<file path="src/rtl/key_command_queue_if.sv">
// Command handshake between key_command_queue and game control.
// master = queue side (drives cmd_valid/cmd), slave = consumer side.
interface key_command_queue_if #(
    parameter int CMD_W = 3,
    parameter int DEPTH = 4
);
    logic                     cmd_valid;
    logic [CMD_W-1:0]         cmd;
    logic                     cmd_ready;
    logic [$clog2(DEPTH):0]   queue_count;
    logic                     overflow;

    modport master (
        output cmd_valid, cmd, queue_count, overflow,
        input  cmd_ready
    );

    modport slave (
        input  cmd_valid, cmd, queue_count, overflow,
        output cmd_ready
    );
endinterface

</file>
<file path="src/rtl/key_command_queue.sv">
// Key levels -> press/auto-repeat events -> pending bits -> FWFT FIFO.
// KCQ_AUTOREPEAT_EN adds DAS/ARR repeat counters; default is press-only.
module key_command_queue #(
    parameter int NUM_KEYS   = 4,
    parameter int CMD_W      = 3,
    parameter int DEPTH      = 4,
    parameter int DAS_DELAY  = 12_500_000,
    parameter int ARR_PERIOD = 2_500_000,
    parameter int CNT_W      = 24
) (
    input  logic                clk,
    input  logic                rst,
    input  logic [NUM_KEYS-1:0] key_level,
    key_command_queue_if.master bus
);
    localparam int PW = $clog2(DEPTH);
    localparam logic [PW:0] FULL = (PW+1)'(DEPTH);

    logic [NUM_KEYS-1:0] key_prev;
    logic [NUM_KEYS-1:0] press;
    logic [NUM_KEYS-1:0] ev;
    logic [NUM_KEYS-1:0] pend;
    logic [NUM_KEYS-1:0] pend_n;
    logic [NUM_KEYS-1:0] clr;
    logic                ovf_hit;
    logic                overflow;

    logic [CMD_W-1:0]    mem [DEPTH];
    logic [PW-1:0]       wptr;
    logic [PW-1:0]       rptr;
    logic [PW:0]         count;
    logic                push;
    logic                pop;
    logic                can_push;
    logic [CMD_W-1:0]    push_cmd;

    assign press = key_level & ~key_prev;

`ifdef KCQ_AUTOREPEAT_EN
    logic [CNT_W-1:0]    rcnt [NUM_KEYS];
    logic [NUM_KEYS-1:0] armed;
    logic [NUM_KEYS-1:0] rpt;

    // armed keeps keys held through reset from repeating
    always_ff @(posedge clk) begin
        if (rst) begin
            armed <= '0;
            for (int i = 0; i < NUM_KEYS; i++) rcnt[i] <= '0;
        end else begin
            for (int i = 0; i < NUM_KEYS; i++) begin
                if (press[i]) begin
                    rcnt[i]  <= CNT_W'(DAS_DELAY - 1);
                    armed[i] <= 1'b1;
                end else if (!key_level[i]) begin
                    rcnt[i]  <= '0;
                    armed[i] <= 1'b0;
                end else if (rcnt[i] != '0) begin
                    rcnt[i]  <= rcnt[i] - 1'b1;
                end else if (armed[i]) begin
                    rcnt[i]  <= CNT_W'(ARR_PERIOD - 1);
                end
            end
        end
    end

    always_comb begin
        rpt = '0;
        for (int i = 0; i < NUM_KEYS; i++)
            rpt[i] = key_level[i] & key_prev[i] & armed[i]
                   & (rcnt[i] == '0);
    end

    assign ev = press | rpt;
`else
    assign ev = press;
`endif

    assign pop      = (count != '0) && bus.cmd_ready;
    assign can_push = (count != FULL) || pop;

    // lowest index wins; one push per cycle
    always_comb begin
        clr      = '0;
        push     = 1'b0;
        push_cmd = '0;
        for (int i = 0; i < NUM_KEYS; i++) begin
            if (can_push && pend[i] && !push) begin
                push     = 1'b1;
                clr[i]   = 1'b1;
                push_cmd = CMD_W'(i + 1);
            end
        end
    end

    assign pend_n  = (pend & ~clr) | ev;
    assign ovf_hit = |(ev & pend & ~clr);

    always_ff @(posedge clk) begin
        if (rst) begin
            key_prev <= key_level;
            pend     <= '0;
            overflow <= 1'b0;
            wptr     <= '0;
            rptr     <= '0;
            count    <= '0;
        end else begin
            key_prev <= key_level;
            pend     <= pend_n;
            if (ovf_hit) overflow <= 1'b1;
            if (push) wptr <= wptr + 1'b1;
            if (pop) rptr <= rptr + 1'b1;
            if (push && !pop) count <= count + 1'b1;
            else if (pop && !push) count <= count - 1'b1;
        end
    end

    always_ff @(posedge clk) begin
        if (push) mem[wptr] <= push_cmd;
    end

    assign bus.cmd_valid   = (count != '0);
    assign bus.cmd         = (count != '0) ? mem[rptr] : '0;
    assign bus.queue_count = count;
    assign bus.overflow    = overflow;
endmodule
</file>
<file path="src/flat_wrapper.sv">
// flat-port wrapper written by rule: the top's interface ports become plain ports
module key_command_queue_flat 
#(
    parameter int NUM_KEYS   = 4,
    parameter int CMD_W      = 3,
    parameter int DEPTH      = 4,
    parameter int DAS_DELAY  = 12_500_000,
    parameter int ARR_PERIOD = 2_500_000,
    parameter int CNT_W      = 24
)
  (clk, rst, key_level, bus_cmd_valid, bus_cmd, bus_queue_count, bus_overflow, bus_cmd_ready);
  key_command_queue_if #(.CMD_W(CMD_W), .DEPTH(DEPTH)) bus_i ();
  input  logic clk;
  input  logic rst;
  input  logic [NUM_KEYS-1:0] key_level;
  output wire logic [$bits(bus_i.cmd_valid)-1:0] bus_cmd_valid;
  output wire logic [$bits(bus_i.cmd)-1:0] bus_cmd;
  output wire logic [$bits(bus_i.queue_count)-1:0] bus_queue_count;
  output wire logic [$bits(bus_i.overflow)-1:0] bus_overflow;
  input wire logic [$bits(bus_i.cmd_ready)-1:0] bus_cmd_ready;
  assign bus_cmd_valid = bus_i.cmd_valid;
  assign bus_cmd = bus_i.cmd;
  assign bus_queue_count = bus_i.queue_count;
  assign bus_overflow = bus_i.overflow;
  assign bus_i.cmd_ready = bus_cmd_ready;
  key_command_queue #(.NUM_KEYS(NUM_KEYS), .CMD_W(CMD_W), .DEPTH(DEPTH), .DAS_DELAY(DAS_DELAY), .ARR_PERIOD(ARR_PERIOD), .CNT_W(CNT_W)) u_core (.clk(clk), .rst(rst), .key_level(key_level), .bus(bus_i));
endmodule
</file>
<file path="config.mk">
export PLATFORM = sky130hd
export DESIGN_NAME = key_command_queue_flat
export DESIGN_NICKNAME = d
export VERILOG_FILES = /design/src/rtl/key_command_queue_if.sv /design/src/rtl/key_command_queue.sv /design/src/flat_wrapper.sv
export SDC_FILE = /design/constraint.sdc
export NUM_CORES = 1
export LEC_CHECK = 0
export BUFFER_PORTS_ARGS = -buffer_cell sky130_fd_sc_hd__buf_2
export CAP_MARGIN = 30
export CORE_UTILIZATION = 59
export CTS_CLUSTER_SIZE = 20
export DETAILED_ROUTE_END_ITERATION = 10
export PLACE_DENSITY_LB_ADDON = 0.2
export SETUP_SLACK_MARGIN = 0.3
export SYNTH_ARGS = -nofsm -noshare
export SYNTH_HDL_FRONTEND = slang
export SYNTH_SLANG_ARGS = --single-unit
export TNS_END_PERCENT = 10
</file>
<file path="constraint.sdc">
create_clock -name clk -period 7.13 [get_ports clk]
set_input_delay 1.0695 -clock clk [delete_from_list [all_inputs] [get_ports clk]]
set_output_delay 1.0695 -clock clk [all_outputs]
set_load 0.005 [all_outputs]
</file>
Word level (Yosys, flattened, before mapping). Memories as Yosys holds them, arrays and structs flattened. A register that Yosys moved wholly into a read port is not among the register bits. Index checks and enable logic that the tools add are counted.

Memories: 1. Bits in registers: 16. Memory bits (writable): 12. Input bits: 7. Output and inout bits: 8.

Add/sub/neg operators: 4. Multiplexer cells: 18. Eq/ne operators: 1. Bitwise gates (word level): 7. Reductions and logical operators: 19.

Memories: u_core.mem (words 4, width 3, rd ports 1, clocked after memory_dff 1, write ports 1, RTL line key_command_queue.sv:28) `logic [CMD_W-1:0] mem [DEPTH];`.

Operator list (number): AND 4 bit (4); two-way mux 3 bit (4); logical AND 1 bit (10); two-way mux 1 bit (10); two-way mux 2 bit (4); inverter 4 bit (2); zero test 1 bit (5); adder 2 x 1 -> 2 bit (second input constant) (2); OR 4 bit (1); OR reduction 4 bit (1); adder 3 x 1 -> 3 bit (second input constant) (1); != test 3 bit (second input constant) (1); nonzero test 3 bit (1); subtractor 3 x 1 -> 3 bit (second input constant) (1); nonzero test 2 bit (1); logical OR 1 bit (1).

Longest topological paths before layout.
Depth after elaboration: 18. Gate-level depth with buffers: 9.

Worst setup path after synthesis. OpenSTA, ideal clock, no wires.

Kind: input-to-reg. Start point: in bus_cmd_ready. End point: reg u_core.count[2], in the netlist u_core.bus.queue_count[2]. Arrival time: 2.627 ns. Required time: 7.060 ns. Slack: 4.434 ns. Cell stages on the path: 8. Cells stage by stage: nor4b_4 > a31oi_2 > ha_1 > inv_1 > fa_1 > xor2_1 > or3_1 > a21oi_1.

Word-level cells in the longest chain between the ends: 16. Elaborated cells between the ends (all ways): 22. Those cells by class: mux: 5; reduce/logical: 17.

Ends and longest elaborated chain: from (decl) (RTL line flat_wrapper.sv:20) `input wire logic [$bits(bus_i.cmd_ready)-1:0] bus_cmd_ready;`; logical AND 1 bit * (RTL line key_command_queue.sv:78) `assign pop = (count != '0) && bus.cmd_ready;`; logical OR 1 bit * (RTL line key_command_queue.sv:79) `assign can_push = (count != FULL) || pop;`; logical AND 1 bit (RTL line key_command_queue.sv:87) `if (can_push && pend[i] && !push) begin`; two-way mux 1 bit (RTL line key_command_queue.sv:87); zero test 1 bit (RTL line key_command_queue.sv:87); logical AND 1 bit (RTL line key_command_queue.sv:87); two-way mux 1 bit (RTL line key_command_queue.sv:87); zero test 1 bit (RTL line key_command_queue.sv:87); logical AND 1 bit (RTL line key_command_queue.sv:87); two-way mux 1 bit (RTL line key_command_queue.sv:87); zero test 1 bit (RTL line key_command_queue.sv:87); logical AND 1 bit (RTL line key_command_queue.sv:87); two-way mux 1 bit * (RTL line key_command_queue.sv:87); net u_core.push (RTL line key_command_queue.sv:32) `logic push;`; zero test 1 bit (RTL line key_command_queue.sv:113) `else if (pop && !push) count <= count - 1'b1;`; logical AND 1 bit (RTL line key_command_queue.sv:113); nonzero test 2 bit (no source line); to (signal assigned) (RTL line key_command_queue.sv:112) `if (push && !pop) count <= count + 1'b1;`; to (signal assigned) (RTL line key_command_queue.sv:113); to (decl) (RTL line key_command_queue.sv:31) `logic [PW:0] count;`.

Mark *: on every way through the listed nets, which the timed path passes. The rest lies on a longest branch. A chain may end at the register's enable or synchronous reset.

Worst setup path after layout. Ends and elaborated chain as after synthesis.

==> summary.txt <==
Status
  – Status: finished, final reports clean

Pwr
  – Switching part of the total: around 30%
  – Power Density: 315.7 mW/mm2
  – Flop pwr share: a little over half
  – LEAKAGE: 0.5614 nW
  – Comb pwr share: 27.8%
  – Int Pwr: 307.6 uW
  – NetSw: around 130 uW
  – Clock share of power: approximately a fifth
  – Peak supply drop: 0.0001962 V

Critical path
  – FF-to-FF setup slack: about 4.7 ns
  – Required @ worst endpoint: roughly 7.4 ns
  – Worst r2r dst: u_core.bus.queue_count[2]
  – Crit path launch type: input pin
  – WP data arrival: roughly 3 ns
  – RR Startpoint: u_core.bus.queue_count[0]
  – CP max FO: 7
  – Kind of critical path: input pin to register
  – CP Capture Type: register
  – Reg2Reg Depth: 8

STA
  – Setup Skew: approximately 0.0063 ns
  – Max Slew Vio Count: 0
  – Final hold slack: 0.5139 ns
  – Final worst slack: 4.462 ns
  – Fin. Hold Viols: 0
  – Post-layout min period: roughly 2.7 ns
  – Worst rel slew slack: 73.37%
  – Final setup fails: 0
  – Fmax achieved: 0.3748 GHz
  – Fin Setup TNS: 0 ns
  – RSZ-0062 raised after global routing: false
  – Crit share post-route: between 30% and 40%
  – Worst Tran Pin Value: 0.3978 ns

Clock network
  – CTS tree: built
  – Clock Path Buffers: 2
  – Clock Latency Late Sink: 0.32 ns
  – CTS Hold Bufs: 0
  – Post-cts sizing count: 0
  – Root Driver: clkbuf_4
  – # H-tree levels: 2
  – Postcts setup bufs: 0
  – Clock slew at reported path FFs: roughly 0.090 ns
  – Clock buffer count from CTS: 5
  – # clock sinks: 30

Drt
  – Vias: about 770
  – DRT iter0 DRCs: 14
  – Routed wire length: roughly 1.8 mm
  – DRC violation count after routing: 0
  – Via density per instance: 5.181
  – DRT Pass-1 Iters: 4
  – Antenna Violating Nets Remaining: 0
  – Avg WL per Cell: 12.38 um

Die
  – Die area: 0.002304 mm2
  – FP Rows: 16
  – Initial Util: around 63%
  – Die Span X: ~48 um
  – Floorplan core area: approximately 0.0020 mm2
  – Number of I/O pins: 15
  – Die Height: between 40 and 50 um

Global route
  – Initial antenna violation count: 0
  – GRT Total Usage: between 10% and 20%
  – First-pass GRT wire length: between 2 and 3 mm
  – Total grt overflow: 0
  – Largest net degree at the start of global routing: 14
  – Vias in the first global route: about 690

Synthesis
  – Synth Flop Type: dfxtp_1
  – Post-synth EDFFs: 12
  – Yosys warning total: 0
  – Syn_nets: between 100 and 150
  – Synth Register Bits: 30
  – Post-Synthesis Cells: 102
  – Synth cell types: 29
  – Syn_area_per_cell: between 10 and 15 um2
  – Share of the synthesized area in the top cell type: just under 30%
  – Register area share after synthesis: 57.72%
  – Async set-reset flop share out of synthesis: 0%
  – Dominant cell type by area after synthesis: dfxtp_1
  – Most instantiated cells after synthesis: dfxtp_1 (18), nor2_1 (13), edfxtp_1 (12)
  – Synth area leaders: dfxtp_1 (29%), edfxtp_1 (29%), mux4_2 (5.4%)
  – Post-synthesis cell area: 0.001249 mm2
  – Most common cell in the netlist: dfxtp_1

Finish
  – Share of layout cells above drive strength 1: 22.13%
  – Layout area overhead: 11.62%
  – # diodes: 0
  – Final instance area: about 0.0014 mm2
  – Fillers: 164
  – Nets: 134
  – Non-Filler Instances: 149

Hold path
  – WHS Path Cells: 2
  – Endpoint, Worst Hold: u_core.pend[2]
  – Worst hold path type: register to register
  – Hold_sp: u_core.key_prev[2]

Placed design
  – Dpl cell area: approximately 0.0013 mm2
  – PortBufs: 14
  – Pre-CTS WS: just over 4 ns
  – Final Wtd Congestion: a little under 0.8
  – Dpl cells: 141
  – Hpwl dp: between 1 and 1.5 mm

Run
  – Max Cap Viol: 0
cells by family after synthesis:
| logic type | Yosys count | share of synthesized area [%] |
|---|---|---|
| simple gates | 35 | 16.23 |
| buf+inv | 8 | 2.405 |
| flops | 30 | 57.72 |
| mux | 5 | 7.014 |
| compound gates | 13 | 6.513 |
| fa+ha+maj | 6 | 6.613 |
| xor+xnor | 5 | 3.507 |
through the flow:
stage | power [mW] | utilization [%]
global route | 0.4763 | 70.33
floorplan | 0.3224 | -
finish | 0.4400 | 70.33
detailed placement | 0.3594 | 67.87
global placement | 0.3546 | 67.87
CTS | 0.4470 | 70.33
cell usage in the layout, fill, tap and decap left out, types with 2 or more instances in the layout:
cell / instances
nand2_1: 3
a21oi_1: 6
ha_1: 5
edfxtp_1: 12
nor2_1: 13
clkbuf_4: 5
dfxtp_1: 18
xor2_1: 4
buf_2: 14
nand2b_1: 2
nor2b_1: 2
inv_1: 6
clkinv_1: 3
o21ai_0: 2
mux4_2: 3
a31oi_1: 2
mux2i_1: 2
and2_1: 7
power groups by stage:
stage	logic, mW	registers [mW]	clock network [mW]
after global placement	0.121	0.234	0
final	0.122	0.230	0.0872
after detailed placement	0.124	0.235	0
after floorplan	0.0920	0.230	0
after global routing	0.143	0.235	0.0987
after CTS	0.125	0.231	0.0910
sequential cells by signal, indices dropped and copies added (netlist names), named ones only:
register and count:
u_core.rptr 2, u_core.key_prev 4, u_core.bus.queue_count 3, u_core.wptr 2
u_core.pend 4, u_core.bus.overflow 1, u_core.mem 12
final cells by class:
cell class	instances	area, um2	share of cell area [%]
Clock buffer	5	37.54	2.693
Multi-Input combinational cell	64	498.0	35.73
Clock inverter	3	11.26	0.8079
Sequential cell	30	720.7	51.71
Inverter	6	22.52	1.616
Timing Repair Buffer	14	70.07	5.027
Tap cell	27	33.78	2.424
critical path: stages:
cell and delay (ns):
buf_2 0.12, nor4b_4 0.07, a31oi_2 0.34, ha_1 0.26, inv_1 0.06, fa_1 0.37
xor2_1 0.18, or3_1 0.31, a21oi_1 0.15
routing by layer:
metal  track usage [%]  wire length [um]  vias up
met5                 0                 0        -
li1                  -                 -      393
met3             10.19               103        2
met1             20.86               815      357
met4             12.22                22        0
met2             31.08               903       20
how the worst max path moves through the flow:
stage	start	to	cells after the start
finish	bus_cmd_ready	u_core.bus.queue_count[2]	9
global route	register	bus_cmd[0]	3
CTS	register	bus_cmd[2]	3
detailed placement	bus_cmd_ready	u_core.bus.queue_count[2]	9
global placement	bus_cmd_ready	u_core.bus.queue_count[2]	9
floorplan	bus_cmd_ready	u_core.bus.queue_count[2]	8
(Power assumes the default switching activity.)
